<file path="src/rtl/pc_ctrl.sv">
// Program counter and run control: IDLE/RUN/DONE sequencing, beq resolution, retired-instruction count.
// Next state is registered one edge after the inputs are sampled; stall freezes RUN for exactly one cycle per cycle held.
module pc_ctrl #(
  parameter int         PC_W   = 10,
  parameter int         CNT_W  = 16,
  parameter logic [2:0] BEQ_OP = 3'b001
) (
  input  logic             clk,
  input  logic             reset,
  input  logic             start,
  input  logic             stall,
  input  logic [2:0]       alu_op,
  input  logic             branch_en,
  input  logic             alu_zero,
  input  logic [PC_W-1:0]  branch_target,
  input  logic             halt,
  output logic [PC_W-1:0]  pc,
  output logic             done,
  output logic             branch_taken,
  output logic             pc_ovf,
  output logic [CNT_W-1:0] instr_count
);

  typedef enum logic [1:0] {
    IDLE = 2'd0,
    RUN  = 2'd1,
    DONE = 2'd2
  } state_t;

  state_t           state;
  state_t           state_nxt;
  logic [PC_W-1:0]  pc_nxt;
  logic             done_nxt;
  logic             branch_taken_nxt;
  logic             pc_ovf_nxt;
  logic [CNT_W-1:0] instr_count_nxt;

  logic             taken;
  logic             pc_at_max;
  logic [CNT_W-1:0] count_sat_inc;

  // Only beq is a conditional branch; branch_en with any other opcode falls through.
  assign taken         = branch_en && (alu_op == BEQ_OP) && alu_zero;
  assign pc_at_max     = &pc;
  assign count_sat_inc = (&instr_count) ? instr_count : instr_count + 1'b1;

  always_ff @(posedge clk) begin
    if (reset) begin
      state        <= IDLE;
      pc           <= '0;
      done         <= 1'b0;
      branch_taken <= 1'b0;
      pc_ovf       <= 1'b0;
      instr_count  <= '0;
    end else begin
      state        <= state_nxt;
      pc           <= pc_nxt;
      done         <= done_nxt;
      branch_taken <= branch_taken_nxt;
      pc_ovf       <= pc_ovf_nxt;
      instr_count  <= instr_count_nxt;
    end
  end

  always_comb begin
    state_nxt        = state;
    pc_nxt           = pc;
    done_nxt         = done;
    branch_taken_nxt = branch_taken;
    pc_ovf_nxt       = pc_ovf;
    instr_count_nxt  = instr_count;

    if (start) begin
      state_nxt        = IDLE;
      pc_nxt           = '0;
      done_nxt         = 1'b0;
      branch_taken_nxt = 1'b0;
      pc_ovf_nxt       = 1'b0;
      instr_count_nxt  = '0;
    end else begin
      case (state)
        IDLE: begin
          // Entry edge only arms RUN; the PC 0 instruction retires on the next edge.
          state_nxt        = RUN;
          pc_nxt           = '0;
          branch_taken_nxt = 1'b0;
        end
        RUN: begin
          if (stall) begin
            branch_taken_nxt = 1'b0;
          end else if (halt) begin
            state_nxt        = DONE;
            done_nxt         = 1'b1;
            branch_taken_nxt = 1'b0;
            instr_count_nxt  = count_sat_inc;
          end else if (taken) begin
            pc_nxt           = branch_target;
            branch_taken_nxt = 1'b1;
            instr_count_nxt  = count_sat_inc;
          end else begin
            pc_nxt           = pc + 1'b1;
            branch_taken_nxt = 1'b0;
            instr_count_nxt  = count_sat_inc;
            if (pc_at_max) begin
              pc_ovf_nxt = 1'b1;
            end
          end
        end
        DONE: begin
          // Halted: everything holds until start or reset.
        end
        default: begin
          state_nxt = IDLE;
        end
      endcase
    end
  end

endmodule

</file>
<file path="config.mk">
export PLATFORM = sky130hd
export DESIGN_NAME = pc_ctrl
export DESIGN_NICKNAME = d
export VERILOG_FILES = /design/src/rtl/pc_ctrl.sv
export SDC_FILE = /design/constraint.sdc
export NUM_CORES = 1
export LEC_CHECK = 0
export CORE_MARGIN = 1
export CORE_UTILIZATION = 47
export CTS_CLUSTER_DIAMETER = 200
export DETAILED_ROUTE_END_ITERATION = 16
export PLACE_DENSITY = 0.8
export SYNTH_ARGS = -nofsm -noshare
export SYNTH_HDL_FRONTEND = slang
export SYNTH_SLANG_ARGS = --single-unit
export TNS_END_PERCENT = 1
</file>
<file path="constraint.sdc">
create_clock -name clk -period 2.6 [get_ports clk]
set_clock_uncertainty 0.2 [all_clocks]
set_input_delay 0.78 -clock clk [delete_from_list [all_inputs] [get_ports clk]]
set_output_delay 0.78 -clock clk [all_outputs]
set_load 0.005 [all_outputs]
</file>
# == Word level (Yosys, flattened, before mapping) ==
# Cells that the tools add are included.
# word_totals
wordCells,41
output_inout_bits,29
regBits,31
in_bits,20
# op_classes
n_addsub,2
bitwise,5
eq_ne,6
muxes,11
n_reduce_logical,11
# op_table
cell,n
$mux 10,3
$pmux 10 s2,1
$add 16x1->16 const B,1
$reduce_and 16->1,1
$reduce_and 14->1,1
$reduce_and 3->1,4
$add 10x1->10 const B,1
$ne 2x2->1 const B,3
$pmux 2 s3,1
$not 1->1,5
$mux 2,2
$eq 3x1->1 const B,1
$mux 1,3
$eq 2x1->1 const B,1
$eq 2x2->1 const B,1
$logic_and 1x1->1,2
$logic_not 2->1,1
$pmux 1 s2,1
$reduce_bool 2->1,1
$reduce_or 2->1,1

# == Depth between registers and ports, before layout ==
# Gate-level depths: netlist (run 1).
# depth
depth_word,7
mapped_depth,6

# == Worst setup path after synthesis (run 1) ==
# No wires, ideal clock.
# synth_timing
path_type,input-to-reg
start,input halt
end,register pc[8]
t_required_ps,2326
setup_time_ps,74
stages,4
t_arrival_ps,1948
setup_slack_ps,378
path_cell_list,or4b_1 > clkbuf_1 > or4_1 > a31oi_1
# synth_between
elab_chain_cells,2
# synth_rtl
item,line,text
from (decl),16,"input logic halt,"
$ne 2x2->1 (no source line),--,
$reduce_and 3->1 (no source line),--,
to (signal assigned),57,pc <= pc_nxt;
to (decl),17,"output logic [PC_W-1:0] pc,"
# Every way passes these cells.
# A chain may end at the register's enable or synchronous reset.

# == Final worst setup path (run 1) ==
# layout_timing
start,input stall
end,register instr_count[7]
# layout_between
elab_chain_cells,2
# layout_rtl
item,line,text
from (decl),11,"input logic stall,"
$not 1->1 (no source line),--,
$reduce_and 3->1 (no source line),--,
to (signal assigned),61,instr_count <= instr_count_nxt;
to (decl),21,output logic [CNT_W-1:0] instr_count
# Every way passes these cells.

==> results of run 1 <==
==> placed cells by master (no fill, tap or decap), types with 5 or more instances in the layout <==
cell type,n
buf_4,17
nor2_1,10
clkbuf_4,5
or3_1,5
clkdlybuf4s50_1,48
inv_1,7
dfxtp_1,31
o31ai_1,6
or4_1,8
nand3_1,11
a21oi_1,22
nand4_1,5
o21ai_0,11
o22ai_1,5
nand2_1,16
==> worst max-delay path, delay by kind of cell <==
family / cells / cell delay (ps)
buffers and inverters: 1 / 480
AOI/OAI and AO/OA: 1 / 140
and+or+nand+nor: 3 / 1080
==> registers in the layout (all words and copies together) (netlist names) <==
register / flops
instr_count: 16
pc: 10
branch_taken: 1
pc_ovf: 1
done: 1
state: 2
==> final cells by class <==
cell class | count | area (µm²) | area share
flip-flops and latches | 31 | 621 | 0.261
inverters | 7 | 26.3 | 0.0111
repair buffers | 65 | 608 | 0.256
multi-input cells | 156 | 975 | 0.411
well taps | 46 | 57.6 | 0.0242
clock inverters | 2 | 35.0 | 0.0148
clock buffers | 6 | 51.3 | 0.0216
==> cell families after synthesis <==
family,synth area share
AND/OR/NAND/NOR,0.289
multiplexers,0.0241
AO/OA/AOI/OAI,0.258
flip-flops,0.374
buffers and inverters,0.0392
adder cells (fa/ha/maj),0.0151
==> synth_stat cells (all sizes together) (2+ instances only) <==
library cell  instances
dfxtp                31
a21oi                22
nand2                16
nand3                11
o21ai                11
nor2                 10
or4                   8
inv                   7
clkbuf                6
nand4                 6
o31ai                 6
or3                   6
o22ai                 5
mux2i                 4
nor3                  4
o21a                  4
and3                  3
nor4                  3
a22oi                 2
a31oi                 2
a32oi                 2
and2                  2
and4                  2
buf                   2
ha                    2
nor3b                 2
o311ai                2
o31a                  2
o41ai                 2
or2                   2
==> worst max-delay path by stage <==
stage | from | endpoint | slack [ps] | depth (start not counted)
finish | stall | instr_count[7] | 180 | 5
global route | stall | instr_count[13] | 5 | 5
CTS | stall | instr_count[7] | 200 | 5
detailed placement | stall | instr_count[7] | -150 | 5
global placement | stall | instr_count[7] | -100 | 5
floorplan | halt | pc[8] | 380 | 4
==> power groups by stage <==
stage               combinational, mW  sequential, mW  clock (mW)
global route                   0.0883           0.480       0.429
finish                         0.0810           0.479       0.397
detailed placement             0.0809           0.490           0
floorplan                      0.0304           0.489           0
CTS                            0.0811           0.479       0.405
global placement               0.0800           0.490           0
==> metal layers <==
layer	vias up	GRT usage	share of wire
met1	862	0.330	0.45
li1	912	-	-
met4	0	0.0857	0.018
met3	9	0.0672	0.046
met2	61	0.410	0.48
met5	-	0	0
==> flow_summary.json, run 1 <==
{
  "grt_pass1_vias": 1586,
  "vias": 1844,
  "synth_top_cell_by_area": "dfxtp_1",
  "grt_setup_unrepaired": "false",
  "htreeDepth": 2,
  "stdcell_count": 313,
  "drtIter0Drc": 138,
  "r2r-start": "instr_count[6]",
  "cp_cell_sequence": "clkdlybuf4s50_1 -> and4bb_2 -> nand2_1 -> or4_1 -> a21oi_1",
  "finalSetupViolations": 0,
  "synth_flop_cell": "dfxtp_1",
  "fill_cells": 301,
  "cts_setup_buffers": 0,
  "port-buffer-count": 48,
  "power.share.sequential": 0.501,
  "power.leakage_nw": 0.787,
  "yosysUniqueCellTypes": 48,
  "yosysWarnings": 0,
  "period_minus_slack_ps": 2420,
  "crit_path_top_delay_cell": "or4_1",
  "max_slew_margin": 0.466,
  "max_stage_delay_ps": 540,
  "grt_antenna_before_repair": 0,
  "final_net_count": 288,
  "max_freq_mhz": 414,
  "powerDensity_mw_per_mm2": 403,
  "min_delay_path_depth": 2,
  "final_layout_size_suffix_gt1_frac": 0.120,
  "fin_area_mm2": 0.00237,
  "drt_pass1_iterations": 4,
  "hp-start": "done",
  "outcome": "finished, final reports clean",
  "wire_per_inst_um": 13.8,
  "drcViolationCount": 0,
  "postRouteAntennaNets": 0,
  "p_comb_frac": 0.085,
  "reg2reg_slack_ps": 360,
  "hold_buffers": 0,
  "diodes": 0,
  "sw_frac_of_total": 0.215,
  "finalSetupTns_ps": 0,
  "reg2reg_to": "instr_count[14]",
  "ys_top_cells_by_area": "dfxtp_1, a21oi_1, nand2_1, or4_1, nand3_1",
  "path_class": "input port to register",
  "die_h_um": 61.4,
  "synthArstFlopShare": 0,
  "hold_viol": 0,
  "hpwl_um": 3240,
  "routed_wl_um": 4310,
  "cts_tree": "built",
  "ys_ff_latch": 31,
  "grt_pass1_wl_um": 7040,
  "overflow": 0,
  "cts.repair.resized": 0,
  "grt_max_degree": 15,
  "peakVddDrop_mv": 0.318,
  "synthesis.nets": 224,
  "timing.final.crit_share": 0.930,
  "place_congestion": 0.878,
  "syn_avg_cell_area_um2": 8.22,
  "clockRootBuffer": "clkbuf_4",
  "required_ps": 2670,
  "slew_violations": 0,
  "cts_buffers": 5,
  "worst_slew_pin_slew_ps": 793,
  "p_clk_frac": 0.415,
  "crit_path_start_kind": "input port",
  "synth_top_area_frac": 0.374,
  "timing.hold.ws_ps": 283,
  "core.rowCount": 21,
  "p_total_mw": 0.957,
  "clockBufferDepth": 2,
  "critPathMaxFanout": 7,
  "netlist_area_mm2": 0.00166,
  "syn-instance-count": 202,
  "ios": 49,
  "die-width_um": 61.4,
  "holdPathEnd": "done",
  "dp.cells": 305,
  "crit_arrival_ps": 2490,
  "dieArea_mm2": 0.00377,
  "yosysSeqAreaShare": 0.374,
  "p_int_mw": 0.751,
  "synth_edf_count": 0,
  "placed_cell_area_mm2": 0.00229,
  "area_growth_pct": 43.0,
  "critPathCaptureType": "register",
  "worst_slack_ps": 183,
  "path_clk_slew_ps": 100,
  "core-area_mm2": 0.00336,
  "cts_num_sinks": 31,
  "vias_per_cell": 5.89,
  "worstSkewPairLatency_ps": 330,
  "cap_violations": 0,
  "place_ws_ps": -152,
  "fin_util": 0.706,
  "track_usage": 0.254,
  "hold_class": "register to register",
  "p_switching_mw": 0.206,
  "start_util": 0.494,
  "r2r_cells": 4
}
No activity file was read; power rests on OpenSTA's default activity.
==> run 2: changes to the inputs <==
CORE_UTILIZATION = 55   (was 47)
DONT_BUFFER_PORTS = 1   (was unset)
PLACE_DENSITY = 0.67   (was 0.8)
==> run 2 against run 1 <==
Against the previous run:
- critical path depth shrank 1
- maximum frequency grew 7.1%
- first-iteration DRC count shrank 12%
- via count shrank 14%
- combinational power shrank 54%
- wire length shrank 5.5%
- core utilization shrank 8.6 points
- sequential share of layout area grew 9.5 points
- register-to-register slack lost 20 ps
- worst setup slack gained 160 ps
- largest power group unchanged
==> flow_summary.json, run 2 (synthesized netlist as in run 1, its figures left out) <==
{
  "vias_per_cell": 6.74,
  "cts_buffers": 5,
  "cts_tree": "built",
  "crit_arrival_ps": 2330,
  "p_int_mw": 0.615,
  "clockRootBuffer": "clkbuf_4",
  "place_ws_ps": 297,
  "track_usage": 0.259,
  "cap_violations": 0,
  "power.leakage_nw": 0.534,
  "diodes": 0,
  "timing.hold.ws_ps": 311,
  "worst_slew_pin_slew_ps": 742,
  "cts_num_sinks": 31,
  "powerDensity_mw_per_mm2": 465,
  "postRouteAntennaNets": 0,
  "cts.repair.resized": 0,
  "cp_cell_sequence": "nand4_2 -> or4_1 -> or4_1 -> a21oi_1",
  "port-buffer-count": 0,
  "largest_registers": "instr_count: 16 flops, pc: 10 flops, state: 2 flops",
  "hp-start": "done",
  "hold_buffers": 0,
  "hold_viol": 0,
  "critPathMaxFanout": 8,
  "period_minus_slack_ps": 2260,
  "overflow": 0,
  "grt_pass1_vias": 1448,
  "p_switching_mw": 0.194,
  "cts_setup_buffers": 0,
  "grt_setup_unrepaired": "false",
  "clockBufferDepth": 2,
  "top_register": "instr_count",
  "max_slew_margin": 0.501,
  "drtIter0Drc": 121,
  "htreeDepth": 2,
  "stdcell_count": 235,
  "crit_path_top_delay_cell": "or4_1",
  "path_class": "register to register",
  "mostFrequentLayoutCell": "dfxtp_1",
  "die_h_um": 56.9,
  "p_clk_frac": 0.362,
  "r2r-start": "instr_count[6]",
  "dieArea_mm2": 0.00324,
  "outcome": "finished, final reports clean",
  "start_util": 0.592,
  "sw_frac_of_total": 0.240,
  "finalSetupViolations": 0,
  "required_ps": 2670,
  "final_net_count": 226,
  "slew_violations": 0,
  "grt_max_degree": 21,
  "core.rowCount": 19,
  "most-common-layout-cells": "dfxtp_1, a21oi_1, nand2_1, nand3_1, o21ai_0",
  "worst_slack_ps": 344,
  "timing.final.crit_share": 0.868,
  "critPathCaptureType": "register",
  "finalSetupTns_ps": 0,
  "hpwl_um": 2940,
  "area_growth_pct": 4.75,
  "die-width_um": 56.9,
  "power.share.sequential": 0.592,
  "crit_path_start_kind": "register",
  "core-area_mm2": 0.00281,
  "path_clk_slew_ps": 100,
  "p_comb_frac": 0.046,
  "peakVddDrop_mv": 0.286,
  "hold_class": "register to register",
  "drt_pass1_iterations": 4,
  "crit_path_frequent_cell": "or4_1",
  "final_layout_size_suffix_gt1_frac": 0.0833,
  "grt_antenna_before_repair": 0,
  "drcViolationCount": 0,
  "place_congestion": 0.864,
  "startpoint": "instr_count[6]",
  "crit_buf_inv": 0,
  "largest_reg_flops": 16,
  "vias": 1584,
  "worstSkewPairLatency_ps": 340,
  "max_freq_mhz": 443,
  "routed_wl_um": 4070,
  "max_stage_delay_ps": 660,
  "ios": 49,
  "grt_pass1_wl_um": 6470,
  "wire_per_inst_um": 17.3,
  "path_delay_family": "simple AND/OR/NAND/NOR gates",
  "dp.cells": 228
}
-- run 2: changes by cell type in the layout (fill, tap and decap cells not counted) --
cell / previous run / this run
bufinv_16: 1 / 0
clkdlybuf4s50_1: 48 / 0
buf_4: 17 / 3
-- run 2: final timing paths --
path | to | slack, ps | depth (start not counted)
worst min register to register | done | 310 | 2
worst max-delay path | instr_count[14] | 340 | 4
worst max register to register | instr_count[14] | 340 | 4
worst min-delay path | done | 310 | 2
-- run 2: cell type report --
class	count	area, µm²
multi-input combinational	156	975
timing repair buffer	3	22.5
inverter	7	26.3
fill	265	1070
clock inverter	1	5.00
sequential	31	621
tap	31	38.8
clock buffer	6	51.3
-- run 2: power groups by stage --
stage / clock network (mW) / logic, mW / registers, mW
finish: 0.293 / 0.0374 / 0.479
global route: 0.316 / 0.0407 / 0.480
CTS: 0.300 / 0.0370 / 0.479
detailed placement: 0 / 0.0368 / 0.490
global placement: 0 / 0.0364 / 0.490
floorplan: 0 / 0.0304 / 0.489
-- run 2: through the flow --
step | power [mW] | cell area, µm² | utilization
2_1_floorplan | 0.520 | 1660 | -
3_5_place_dp | 0.527 | 1680 | 0.600
3_3_place_gp | 0.527 | 1680 | 0.600
6_report | 0.809 | 1740 | 0.620
5_1_grt | 0.837 | 1740 | 0.620
4_1_cts | 0.816 | 1740 | 0.620
-- run 2: worst min-delay path, delay by kind of cell, from the launching register on --
family	cells	cell delay, ps
simple gates	1	80
compound gates	1	50
flops	1	360
-- run 2: per-layer routing --
metal,GRT usage,wire length [µm]
met4,0.0976,57
met2,0.437,2000
met5,0,0
met1,0.306,1770
met3,0.0884,237
==> run 3: changes to the inputs <==
CORE_MARGIN = 4   (was 1)
clock period = 2.2 ns   (was 2.6 ns; I/O delays follow)
==> run 3 against run 2 <==
Against the previous run:
- combinational power is 27% higher
- critical path depth unchanged
- largest power group unchanged
- critical endpoint unchanged
- highest routed layer unchanged
- wire length up 8.8%
- register-to-register slack got worse by 160 ps
- non-clock buffer count rose by 11
- via count rose by 4.8%
==> flow_summary.json, run 3 (synthesized netlist as in run 1, its figures left out) <==
{
  "outcome": "finished, final reports clean",
  "clockRootBuffer": "clkbuf_4",
  "max_slew_margin": 0.687,
  "most-common-layout-cells": "dfxtp_1, a21oi_1, nand2_1, buf_4",
  "worstSkewPairLatency_ps": 330,
  "die-width_um": 62.9,
  "power.leakage_nw": 0.598,
  "grt_pass1_vias": 1599,
  "drt_pass1_iterations": 4,
  "critPathMaxFanout": 8,
  "finalSetupTns_ps": 0,
  "hold_buffers": 0,
  "cp-endpoint": "instr_count[14]",
  "cts_tree": "built",
  "critPathCaptureType": "register",
  "diodes": 0,
  "postRouteAntennaNets": 0,
  "vias": 1660,
  "mostFrequentLayoutCell": "dfxtp_1",
  "grt_setup_unrepaired": "false",
  "largest_reg_flops": 16,
  "grt_antenna_before_repair": 0,
  "final_layout_size_suffix_gt1_frac": 0.134,
  "finalSetupViolations": 0,
  "hpwl_um": 3330,
  "powerDensity_mw_per_mm2": 545,
  "clockBufferDepth": 2,
  "routed_wl_um": 4420,
  "hold_class": "input port to register",
  "crit_arrival_ps": 2080,
  "placed_cell_area_mm2": 0.00177,
  "largest_registers": "instr_count: 16 flops, pc: 10 flops, state: 2 flops",
  "vias_per_cell": 6.72,
  "reg2reg_slack_ps": 180,
  "cts_buffers": 5,
  "final_net_count": 237,
  "required_ps": 2260,
  "ios": 49,
  "cts_num_sinks": 31,
  "core-area_mm2": 0.00283,
  "grt_pass1_wl_um": 7420,
  "fin_area_mm2": 0.00184,
  "htreeDepth": 2,
  "place_congestion": 0.885,
  "worst_slack_ps": 182,
  "crit_path_start_kind": "register",
  "drtIter0Drc": 122,
  "port-buffer-count": 0,
  "cap_violations": 0,
  "overflow": 0,
  "hold_viol": 0,
  "timing.final.crit_share": 0.917,
  "area_growth_pct": 10.7,
  "timing.hold.ws_ps": 242,
  "seqCellArea_um2": 621,
  "core.rowCount": 19,
  "reg2reg_to": "instr_count[14]",
  "drcViolationCount": 0,
  "peakVddDrop_mv": 0.334,
  "period_minus_slack_ps": 2020,
  "start_util": 0.587,
  "path_class": "register to register",
  "grt_max_degree": 15,
  "multi_input_area_um2": 978,
  "top_register": "instr_count",
  "startpoint": "instr_count[9]",
  "r2r-start": "instr_count[9]",
  "r2r_cells": 4,
  "place_ws_ps": 50.4,
  "worst_slew_pin_slew_ps": 469,
  "die_h_um": 62.9,
  "path_clk_slew_ps": 100,
  "p_total_mw": 1.00,
  "max_freq_mhz": 496,
  "slew_violations": 0,
  "fill_cells": 249,
  "wire_per_inst_um": 17.9,
  "track_usage": 0.230,
  "dieArea_mm2": 0.00396
}
[run 3: cell types whose count changed in the layout (fill, tap and decap cells not counted), sizes merged]
cell | before | now
clkbuf | 6 | 8
clkinv | 1 | 0
buf | 3 | 14
[run 3: worst max-delay path, stage by stage, from the launching register on]
cell,delay [ps]
dfxtp_1,430
nand4_2,130
or4_4,550
or4_1,490
a21oi_1,150
[run 3: worst min path at each step]
stage	to	cells past startpoint	slack, ps	from
global placement	instr_count[15]	2	300	instr_count[15]
finish	state[0]	1	240	halt
global route	state[0]	1	230	halt
floorplan	done	2	260	done
CTS	state[0]	1	230	halt
detailed placement	done	2	290	done
[run 3: cell type report]
class                      count  share of cell area
clock buffer                   8              0.0374
sequential                    31               0.338
tap                           31              0.0211
inverter                       7              0.0143
timing repair buffer          14              0.0572
multi-input combinational    156               0.532
[run 3: timing repair]
item / 4_1_cts / 5_1_grt
setup buffers: 0 / 0
setup endpoints to repair: 0 / 1
gates resized for setup: 0 / 1
[run 3: metal layers]
| metal | up-vias | part of all wire | GRT usage |
|---|---|---|---|
| met3 | 4 | 0.073 | 0.0953 |
| met4 | 0 | 0.0063 | 0.0771 |
| met2 | 59 | 0.49 | 0.386 |
| li1 | 810 | - | - |
| met5 | - | 0 | 0 |
| met1 | 787 | 0.43 | 0.262 |
[run 3: stage by stage]
stage / utilization / instances
3_3_place_gp: 0.624 / 239
3_5_place_dp: 0.624 / 239
2_1_floorplan: - / 202
4_1_cts: 0.648 / 247
5_1_grt: 0.650 / 247
6_report: 0.650 / 247
[run 3: power by group]
part	switching, mW	total [mW]	internal (mW)
registers	0.00340	0.566	0.563
logic	0.0284	0.0474	0.0190
clock network	0.199	0.387	0.188
